**src/rtl/backbone_pkg.sv**
```systemverilog
// Shared types and default geometry for the conv1 backbone scheduler.
// Provides the scheduler state enum, tile counts and the tile_eff() helper.
package backbone_pkg;

  typedef enum logic [2:0] {
    S_IDLE,
    S_LOAD,
    S_LWAIT,
    S_COMP,
    S_CWAIT,
    S_ADV,
    S_FIN
  } sched_state_t;

  localparam int DEF_COLS    = 16;
  localparam int DEF_K_TILE  = 16;
  localparam int DEF_K_TOTAL = 147;
  localparam int DEF_N_TOTAL = 64;

  localparam int NUM_KT =
    (DEF_K_TOTAL + DEF_K_TILE - 1) / DEF_K_TILE;
  localparam int NUM_NT =
    (DEF_N_TOTAL + DEF_COLS - 1) / DEF_COLS;

  // Width of the tile starting at base, clipped at total.
  function automatic int tile_eff(
    input int base,
    input int tile,
    input int total
  );
    int rem;
    rem = (base >= total) ? 0 : total - base;
    return (rem < tile) ? rem : tile;
  endfunction

endpackage

```
**src/rtl/conv1_tile_scheduler.sv**
```systemverilog
// conv1 GEMM tile sequencer: per tile, pulse loader, wait; pulse array, wait.
// Ports: clk, rst_n (sync, low), start/busy/done, ld_start/ld_done,
//   cmp_start/cmp_done, tile_k_base, tile_n_base, k_eff, n_eff,
//   acc_clear, acc_flush; perf_cycles when CONV1_SCHED_PERF_EN is defined.
module conv1_tile_scheduler
  import backbone_pkg::*;
#(
  parameter int COLS    = DEF_COLS,
  parameter int K_TILE  = DEF_K_TILE,
  parameter int K_TOTAL = DEF_K_TOTAL,
  parameter int N_TOTAL = DEF_N_TOTAL,
  parameter int IDX_W   = 16
) (
  input  logic             clk,
  input  logic             rst_n,
  input  logic             start,
  output logic             busy,
  output logic             done,
  output logic             ld_start,
  input  logic             ld_done,
  output logic             cmp_start,
  input  logic             cmp_done,
  output logic [IDX_W-1:0] tile_k_base,
  output logic [IDX_W-1:0] tile_n_base,
  output logic [IDX_W-1:0] k_eff,
  output logic [IDX_W-1:0] n_eff,
  output logic             acc_clear,
  output logic             acc_flush
`ifdef CONV1_SCHED_PERF_EN
  ,
  output logic [31:0]      perf_cycles
`endif
);

  sched_state_t state, state_nxt;

  logic [IDX_W-1:0] k_base, k_base_nxt;
  logic [IDX_W-1:0] n_base, n_base_nxt;

  int k_sum;
  int n_sum;

  assign k_sum = 32'(k_base) + K_TILE;
  assign n_sum = 32'(n_base) + COLS;

  always_ff @(posedge clk) begin
    if (!rst_n) begin
      state  <= S_IDLE;
      k_base <= '0;
      n_base <= '0;
    end else begin
      state  <= state_nxt;
      k_base <= k_base_nxt;
      n_base <= n_base_nxt;
    end
  end

  always_comb begin
    state_nxt  = state;
    k_base_nxt = k_base;
    n_base_nxt = n_base;
    ld_start   = 1'b0;
    cmp_start  = 1'b0;
    acc_clear  = 1'b0;
    acc_flush  = 1'b0;
    done       = 1'b0;
    unique case (state)
      S_IDLE: begin
        if (start) begin
          k_base_nxt = '0;
          n_base_nxt = '0;
          state_nxt  = S_LOAD;
        end
      end
      S_LOAD: begin
        ld_start  = 1'b1;
        state_nxt = S_LWAIT;
      end
      S_LWAIT: begin
        if (ld_done) state_nxt = S_COMP;
      end
      S_COMP: begin
        cmp_start = 1'b1;
        acc_clear = (k_base == '0);
        // last K tile of this column group
        acc_flush = (k_sum >= K_TOTAL);
        state_nxt = S_CWAIT;
      end
      S_CWAIT: begin
        if (cmp_done) state_nxt = S_ADV;
      end
      S_ADV: begin
        if (k_sum < K_TOTAL) begin
          k_base_nxt = IDX_W'(k_sum);
          state_nxt  = S_LOAD;
        end else begin
          k_base_nxt = '0;
          if (n_sum < N_TOTAL) begin
            n_base_nxt = IDX_W'(n_sum);
            state_nxt  = S_LOAD;
          end else begin
            state_nxt = S_FIN;
          end
        end
      end
      S_FIN: begin
        done       = 1'b1;
        k_base_nxt = '0;
        n_base_nxt = '0;
        state_nxt  = S_IDLE;
      end
      default: begin
        state_nxt  = S_IDLE;
        k_base_nxt = '0;
        n_base_nxt = '0;
      end
    endcase
  end

  assign busy        = (state != S_IDLE);
  assign tile_k_base = k_base;
  assign tile_n_base = n_base;

  // Held at zero while idle so the block is fully quiet after reset.
  assign k_eff = busy
    ? IDX_W'(tile_eff(32'(k_base), K_TILE, K_TOTAL))
    : '0;
  assign n_eff = busy
    ? IDX_W'(tile_eff(32'(n_base), COLS, N_TOTAL))
    : '0;

`ifdef CONV1_SCHED_PERF_EN
  logic [31:0] perf_q;

  always_ff @(posedge clk) begin
    if (!rst_n) begin
      perf_q <= '0;
    end else if (state == S_IDLE && start) begin
      perf_q <= '0;
    end else if (busy && perf_q != '1) begin
      perf_q <= perf_q + 32'd1;
    end
  end

  assign perf_cycles = perf_q;
`endif

endmodule
```
**config.mk**
```make
export PLATFORM = sky130hd
export DESIGN_NAME = conv1_tile_scheduler
export DESIGN_NICKNAME = d
export VERILOG_FILES = /design/src/rtl/backbone_pkg.sv /design/src/rtl/conv1_tile_scheduler.sv
export SDC_FILE = /design/constraint.sdc
export NUM_CORES = 1
export LEC_CHECK = 0
export CORE_UTILIZATION = 48
export DETAILED_ROUTE_END_ITERATION = 10
export MAX_ROUTING_LAYER = met4
export PLACE_DENSITY = 0.84
export SLEW_MARGIN = 5
export SYNTH_ARGS = -nofsm -noshare
export SYNTH_HDL_FRONTEND = slang
export SYNTH_SLANG_ARGS = --single-unit
```
**constraint.sdc**
```tcl
create_clock -name clk -period 3.5 [get_ports clk]
set_input_delay 0.7 -clock clk [delete_from_list [all_inputs] [get_ports clk]]
set_output_delay 0.7 -clock clk [all_outputs]
set_load 0.005 [all_outputs]
```
==> summary.md, run 1 <==
| Metric | Value |
|---|---|
| Top cells by area, synth | `dfxtp_1 (27%), buf_4 (10%), nor2_1 (4.2%)` |
| Reg2reg start | `tile_k_base[5]` |
| CTS Buf Count | `3` |
| Largest stage delay on the critical path | `approximately 530 ps` |
| Cell row count | `23` |
| Chip Width | `approximately 67 µm` |
| Type of the worst min-delay path | `register to register` |
| Post-synthesis async set-or-reset flop share | `0%` |
| Power per cell area | `232 nW/µm²` |
| Final setup fails | `0` |
| # hold bufs at CTS | `0` |
| LEAKAGE | `approximately 0.9 nW` |
| Crit-path slowest cell | `dfxtp_1` |
| Detailed Route Iter0 Violations | `~100` |
| # port buffers | `49` |
| Number of flops mapped to enable cells by yosys | `0` |
| Max-Cap Viols | `0` |
| # clock sinks | `27` |
| # fillers | `376` |
| Fin nets | `about 320` |
| Clock Power Share | `a little under a third` |
| Critical Path Start | `tile_k_base[5]` |
| Vias after detailed routing | `roughly 2000` |
| Post-detail-place hpwl | `3630 µm` |
| Hold_sp | `tile_k_base[10]` |
| Crit path launch type | `register` |
| Multi-input logic area | `1260 µm²` |
| CP Class | `register to primary output` |
| DR WL met3 | `roughly 390 µm` |
| Leading area contributor after synthesis | `dfxtp_1` |
| Top Metal Used | `met4` |
| Seq pwr share | `a little under three fifths` |
| Post-Syn Area | `2030 µm²` |
| CTS tree | `built` |
| Fin. max-slew vios | `0` |
| Sequential share of the synthesized area | `between 20% and 30%` |
| Vias per cell | `~5.7` |
| Critical Path End Type | `primary output` |
| Initial core utilization | `about 50%` |
| I/O pins | `75` |
| Slew headroom | `a little under three fifths` |
| GRT Residual Overflow | `0` |
| Register bit total from synthesis | `27` |
| Detailed-router iteration count before antenna repair | `5` |
| WL met2 | `approximately 2200 µm` |
| # DRC | `0` |
| Fin crit share | `between 90% and 100%` |
| Design area | `around 2500 µm²` |
| Max H-tree Level | `1` |
| Share of layout cells above drive strength 1 | `under 10%` |
| WL met1 | `roughly 2200 µm` |
| Final Critical Period | `around 3300 ps` |
| Post-route ant nets | `0` |
| CP Data Required Time | `approximately 2800 ps` |
| Worst slew pin tran | `between 600 and 700 ps` |
| Synthesized instance count | `~260` |
| Switching Share | `about a quarter` |
| Final Hold Viols | `0` |
| Crit path DAT | `around 2700 ps` |
| Critical path, cell by cell | `ha_1 > and3_1 > o211a_1 > o2111ai_1 > a2111oi_4 > nor2_1 > clkdlybuf4s50_1` |
| Reg area | `roughly 540 µm²` |
| Antenna diodes | `0` |
| Synth top cells by count | `buf_4 (27), dfxtp_1 (27), nor2_1 (23), inv_1 (15), nand2_1 (15)` |
| Avg Cell Area, Syn | `7.70 µm²` |
| Clock latency reported for the late side of the worst-skew pair | `between 200 and 300 ps` |
| P_int | `between 0.4 and 0.5 mW` |
| Reg clk slew, reported paths | `roughly 90 ps` |
| Routed WL | `around 4800 µm` |
| Placed Area | `2440 µm²` |
| Placer Congestion | `approximately 0.88` |
| Max clock buf depth | `2` |
| Setup TNS | `0 ps` |
| Area grow syn2layout | `22.5%` |
| Top cell type's share of synthesized area | `between 20% and 30%` |
| WL per Instance | `approximately 14 µm` |
| Fmax | `between 200 and 300 MHz` |
| Worst VDD drop | `approximately 170 µV` |
| Vias in the first global route | `between 1500 and 2000` |
| Largest net degree at the start of global routing | `16` |
| Core area | `4030 µm²` |
| Setup Fix Bufs, Post-CTS | `0` |
| First-pass GRT wire length | `about 7500 µm` |
| Comb power frac | `14.1%` |
| Gr usage total | `between 20% and 30%` |
| Outcome | `finished clean` |
| Yosys warning count | `0` |
| Ys flop type | `dfxtp_1` |
| Crit-path max FO | `10` |
| NetSw | `0.149 mW` |
| Worst Skew | `1.60 ps` |
| RSZ-0062 raised after global routing | `no` |
| Initial antenna violation count | `0` |
| Distinct cells, synth | `54` |
| Die H | `between 60 and 70 µm` |
| Clock root buffer | `clkbuf_8` |
| Die area | `roughly 4500 µm²` |
==> registers in the layout (all words and copies together) (netlist names) <==
signal / flops
tile_n_base: 12
state: 3
tile_k_base: 12
==> area by class of cell <==
cell class              count  area share (%)
flip-flops and latches     27            21.8
repair buffers             54            21.2
inverters                  15            2.26
multi-input cells         205            50.5
clock buffers               4            1.81
well taps                  50            2.51
==> cell families (layout without fill, tap and decap cells) <==
logic type	Yosys count	count (layout)	synth area share, %
adders and majority gates	5	5	3.08
xor gates and xnor gates	8	8	3.45
muxes	1	1	0.492
AOI/OAI and AO/OA	65	65	23.9
other	1	25	0.184
buffers and inverters	56	73	16.4
and+or+nand+nor	101	101	26.0
DFF	27	27	26.6
==> layout by cell type (no fill, tap or decap), drive strengths merged, types with 2 or more instances in the layout <==
| master | instances |
|---|---|
| nand2b | 4 |
| nand2 | 15 |
| clkdlybuf4s50 | 49 |
| o21a | 2 |
| xor2 | 3 |
| o21ai | 14 |
| a2111oi | 7 |
| o31ai | 2 |
| o41a | 2 |
| nor2b | 2 |
| xnor2 | 5 |
| dfxtp | 27 |
| a21boi | 9 |
| nor2 | 23 |
| conb | 25 |
| a31oi | 3 |
| inv | 15 |
| o31a | 4 |
| or3 | 3 |
| clkbuf | 4 |
| and2 | 3 |
| ha | 5 |
| nand3 | 12 |
| a21oi | 10 |
| o211ai | 3 |
| or4 | 2 |
| nor3 | 12 |
| nand4 | 6 |
| and3 | 6 |
| buf | 5 |
| nor4 | 8 |
==> critical path, delay by kind of cell (launching register included) <==
family	cells	cell delay [ps]
compound gates	3	760
flops	1	530
buf+inv	1	450
simple gates	2	330
fa+ha+maj	1	320
==> path summary, 6_finish.rpt <==
| path | endpoint | slack, ps | cells after the start |
|---|---|---|---|
| max | acc_flush | 150 | 7 |
| min | tile_k_base[10] | 540 | 2 |
| max reg2reg | state[1] | 970 | 8 |
| min reg2reg | tile_k_base[10] | 540 | 2 |
==> per-stage QoR <==
step | cells | setup WS (ps) | power [mW] | hold WS (ps) | utilization (%)
floorplan | 288 | 895 | 0.388 | 466 | -
global placement | 351 | 576 | 0.405 | 520 | 60.5
detailed placement | 351 | 514 | 0.405 | 520 | 60.5
CTS | 355 | 188 | 0.582 | 536 | 61.6
global route | 355 | 39.4 | 0.609 | 563 | 61.8
finish | 355 | 153 | 0.577 | 538 | 61.8
==> metal layers <==
metal	track usage [%]	vias to the layer above
met3	3.08	6
li1	-	987
met4	9.04	0
met5	-	-
met1	31.0	922
met2	32.8	98
==> power by group through the flow <==
| stage | sequential, mW | combinational, mW | clock [mW] |
|---|---|---|---|
| floorplan | 0.318 | 0.0694 | 0 |
| global placement | 0.324 | 0.0801 | 0 |
| detailed placement | 0.325 | 0.0805 | 0 |
| CTS | 0.318 | 0.0811 | 0.183 |
| global route | 0.318 | 0.0915 | 0.199 |
| finish | 0.318 | 0.0812 | 0.178 |
==> what timing repair did <==
action | in CTS | in global routing
gates resized for setup | 0 | 2
endpoints found under the setup margin | 0 | 6
endpoints found under the hold margin | 0 | 0
(Power assumes the default switching activity.)
==> run 2: changes to the inputs <==
--- a/config.mk
+++ b/config.mk
@@ -5,6 +5,7 @@
 export SDC_FILE = /design/constraint.sdc
 export NUM_CORES = 1
 export LEC_CHECK = 0
+export CORE_ASPECT_RATIO = 1.2
 export CORE_UTILIZATION = 48
 export DETAILED_ROUTE_END_ITERATION = 10
 export MAX_ROUTING_LAYER = met4
==> summary.md, run 2 (same netlist as run 1, synthesis figures left out) <==
| Metric | Value |
|---|---|
| Outcome | `finished clean` |
| Gr usage total | `between 20 and 25%` |
| Final WS setup | `between 200 and 250 ps` |
| Vias per cell | `about 5.6` |
| Crit path launch type | `register` |
| Initial antenna violation count | `0` |
| WL per Instance | `about 13 µm` |
| Core area | `between 4000 and 5000 µm²` |
| Cell row count | `25` |
| Initial core utilization | `approximately half` |
| Crit-path max FO | `10` |
| Worst VDD drop | `around 160 µV` |
| Detailed Route Iter0 Violations | `124` |
| Critical Path End Type | `primary output` |
| CP Class | `register to primary output` |
| CTS Buf Count | `3` |
| # DRC | `0` |
| Final total power | `between 0.5 and 0.6 mW` |
| Commonest non-fill, non-tap cell in the layout | `clkdlybuf4s50_1` |
| Vias after detailed routing | `1992` |
| Clock root buffer | `clkbuf_8` |
| Worst Skew | `12.3 ps` |
| Largest net degree at the start of global routing | `17` |
| Type of the worst min-delay path | `register to register` |
| Max H-tree Level | `1` |
| Setup TNS | `0 ps` |
| GRT Residual Overflow | `0` |
| Most frequent cells in the layout | `clkdlybuf4s50_1 (49), dfxtp_1 (26), conb_1 (25), nor2_1 (23)` |
| Routed WL | `roughly 4800 µm` |
| Area grow syn2layout | `22.2%` |
| Post-route ant nets | `0` |
| Clock latency reported for the late side of the worst-skew pair | `270 ps` |
| Worst slew pin tran | `760 ps` |
| Design area | `2480 µm²` |
| Reg clk slew, reported paths | `~100 ps` |
| Top Metal Used | `met4` |
| WL met2 | `2430 µm` |
| Final Hold Viols | `0` |
| Post-detail-place hpwl | `roughly 3600 µm` |
| RSZ-0062 raised after global routing | `no` |
| Fin. max-slew vios | `0` |
| Final Critical Period | `roughly 3300 ps` |
| Die H | `about 73 µm` |
| Fin crit share | `93.4%` |
| Placer Congestion | `slightly above 0.9` |
| Max clock buf depth | `2` |
| Fmax | `between 300 and 400 MHz` |
| Final setup fails | `0` |
| Fin util | `62.0%` |
| Setup Fix Bufs, Post-CTS | `0` |
| Max-Cap Viols | `0` |
| DR WL met3 | `just under 200 µm` |
| First-pass GRT wire length | `around 8000 µm` |
| LEAKAGE | `0.890 nW` |
| Antenna diodes | `0` |
| CP Data Required Time | `2800 ps` |
| Chip Width | `61.4 µm` |
| Placed Area | `roughly 2400 µm²` |
| I/O pins | `between 70 and 80` |
| CTS tree | `built` |
| Fin nets | `314` |
| Vias in the first global route | `about 1800` |
| Share of layout cells above drive strength 1 | `under 10%` |
| Slew headroom | `approximately half` |
| Power per cell area | `between 200 and 250 nW/µm²` |
| # port buffers | `49` |
| WL met1 | `about 2000 µm` |
| Die area | `~4500 µm²` |
| Dpl ws | `just over 500 ps` |
| # clock sinks | `27` |
| Detailed-router iteration count before antenna repair | `4` |
| Crit path DAT | `around 2600 ps` |
## run 2: timing repair
action                     in CTS  in global routing
resized for setup               0                  2
setup endpoints to repair       0                  4
hold buffers                    0                  0
## run 2: final cells by class
class	count	area [µm²]
fillers	387	1520
multi-input cells	205	1260
flip-flops and latches	27	542
repair buffers	52	513
well taps	54	67.6
inverters	15	56.3
clock buffers	3	41.3
clock inverters	1	7.51
## run 2: critical path, stage by stage (launching register included)
cell and delay [ps]:
dfxtp_1 530, ha_1 320, and3_1 240, o211a_1 160, o2111ai_1 170, a2111oi_4 360
nor2_1 70, clkdlybuf4s50_1 440
## run 2: path summary, 6_finish.rpt
check / start / endpoint / slack [ps] / depth (start not counted)
max: tile_k_base[5] / acc_flush / 230 / 7
min: tile_k_base[15] / tile_k_base[15] / 520 / 2
max reg2reg: tile_k_base[5] / state[1] / 1050 / 8
min reg2reg: tile_k_base[15] / tile_k_base[15] / 520 / 2
## run 2: per-layer routing
layer,GRT usage (%),vias up
met4,8.40,0
met3,2.29,10
met2,39.5,67
li1,-,990
met1,27.4,925
met5,-,-
## run 2: per-stage QoR
stage | hold WS [ps] | std cells
6_report | 519 | 357
5_1_grt | 557 | 357
3_5_place_dp | 499 | 353
2_1_floorplan | 466 | 288
3_3_place_gp | 493 | 353
4_1_cts | 513 | 357
## run 2: where the power goes
| group | switching [mW] | total (mW) | internal [mW] |
|---|---|---|---|
| Clock | 0.0981 | 0.179 | 0.0807 |
| Sequential | 0.00790 | 0.318 | 0.310 |
| Combinational | 0.0446 | 0.0795 | 0.0349 |
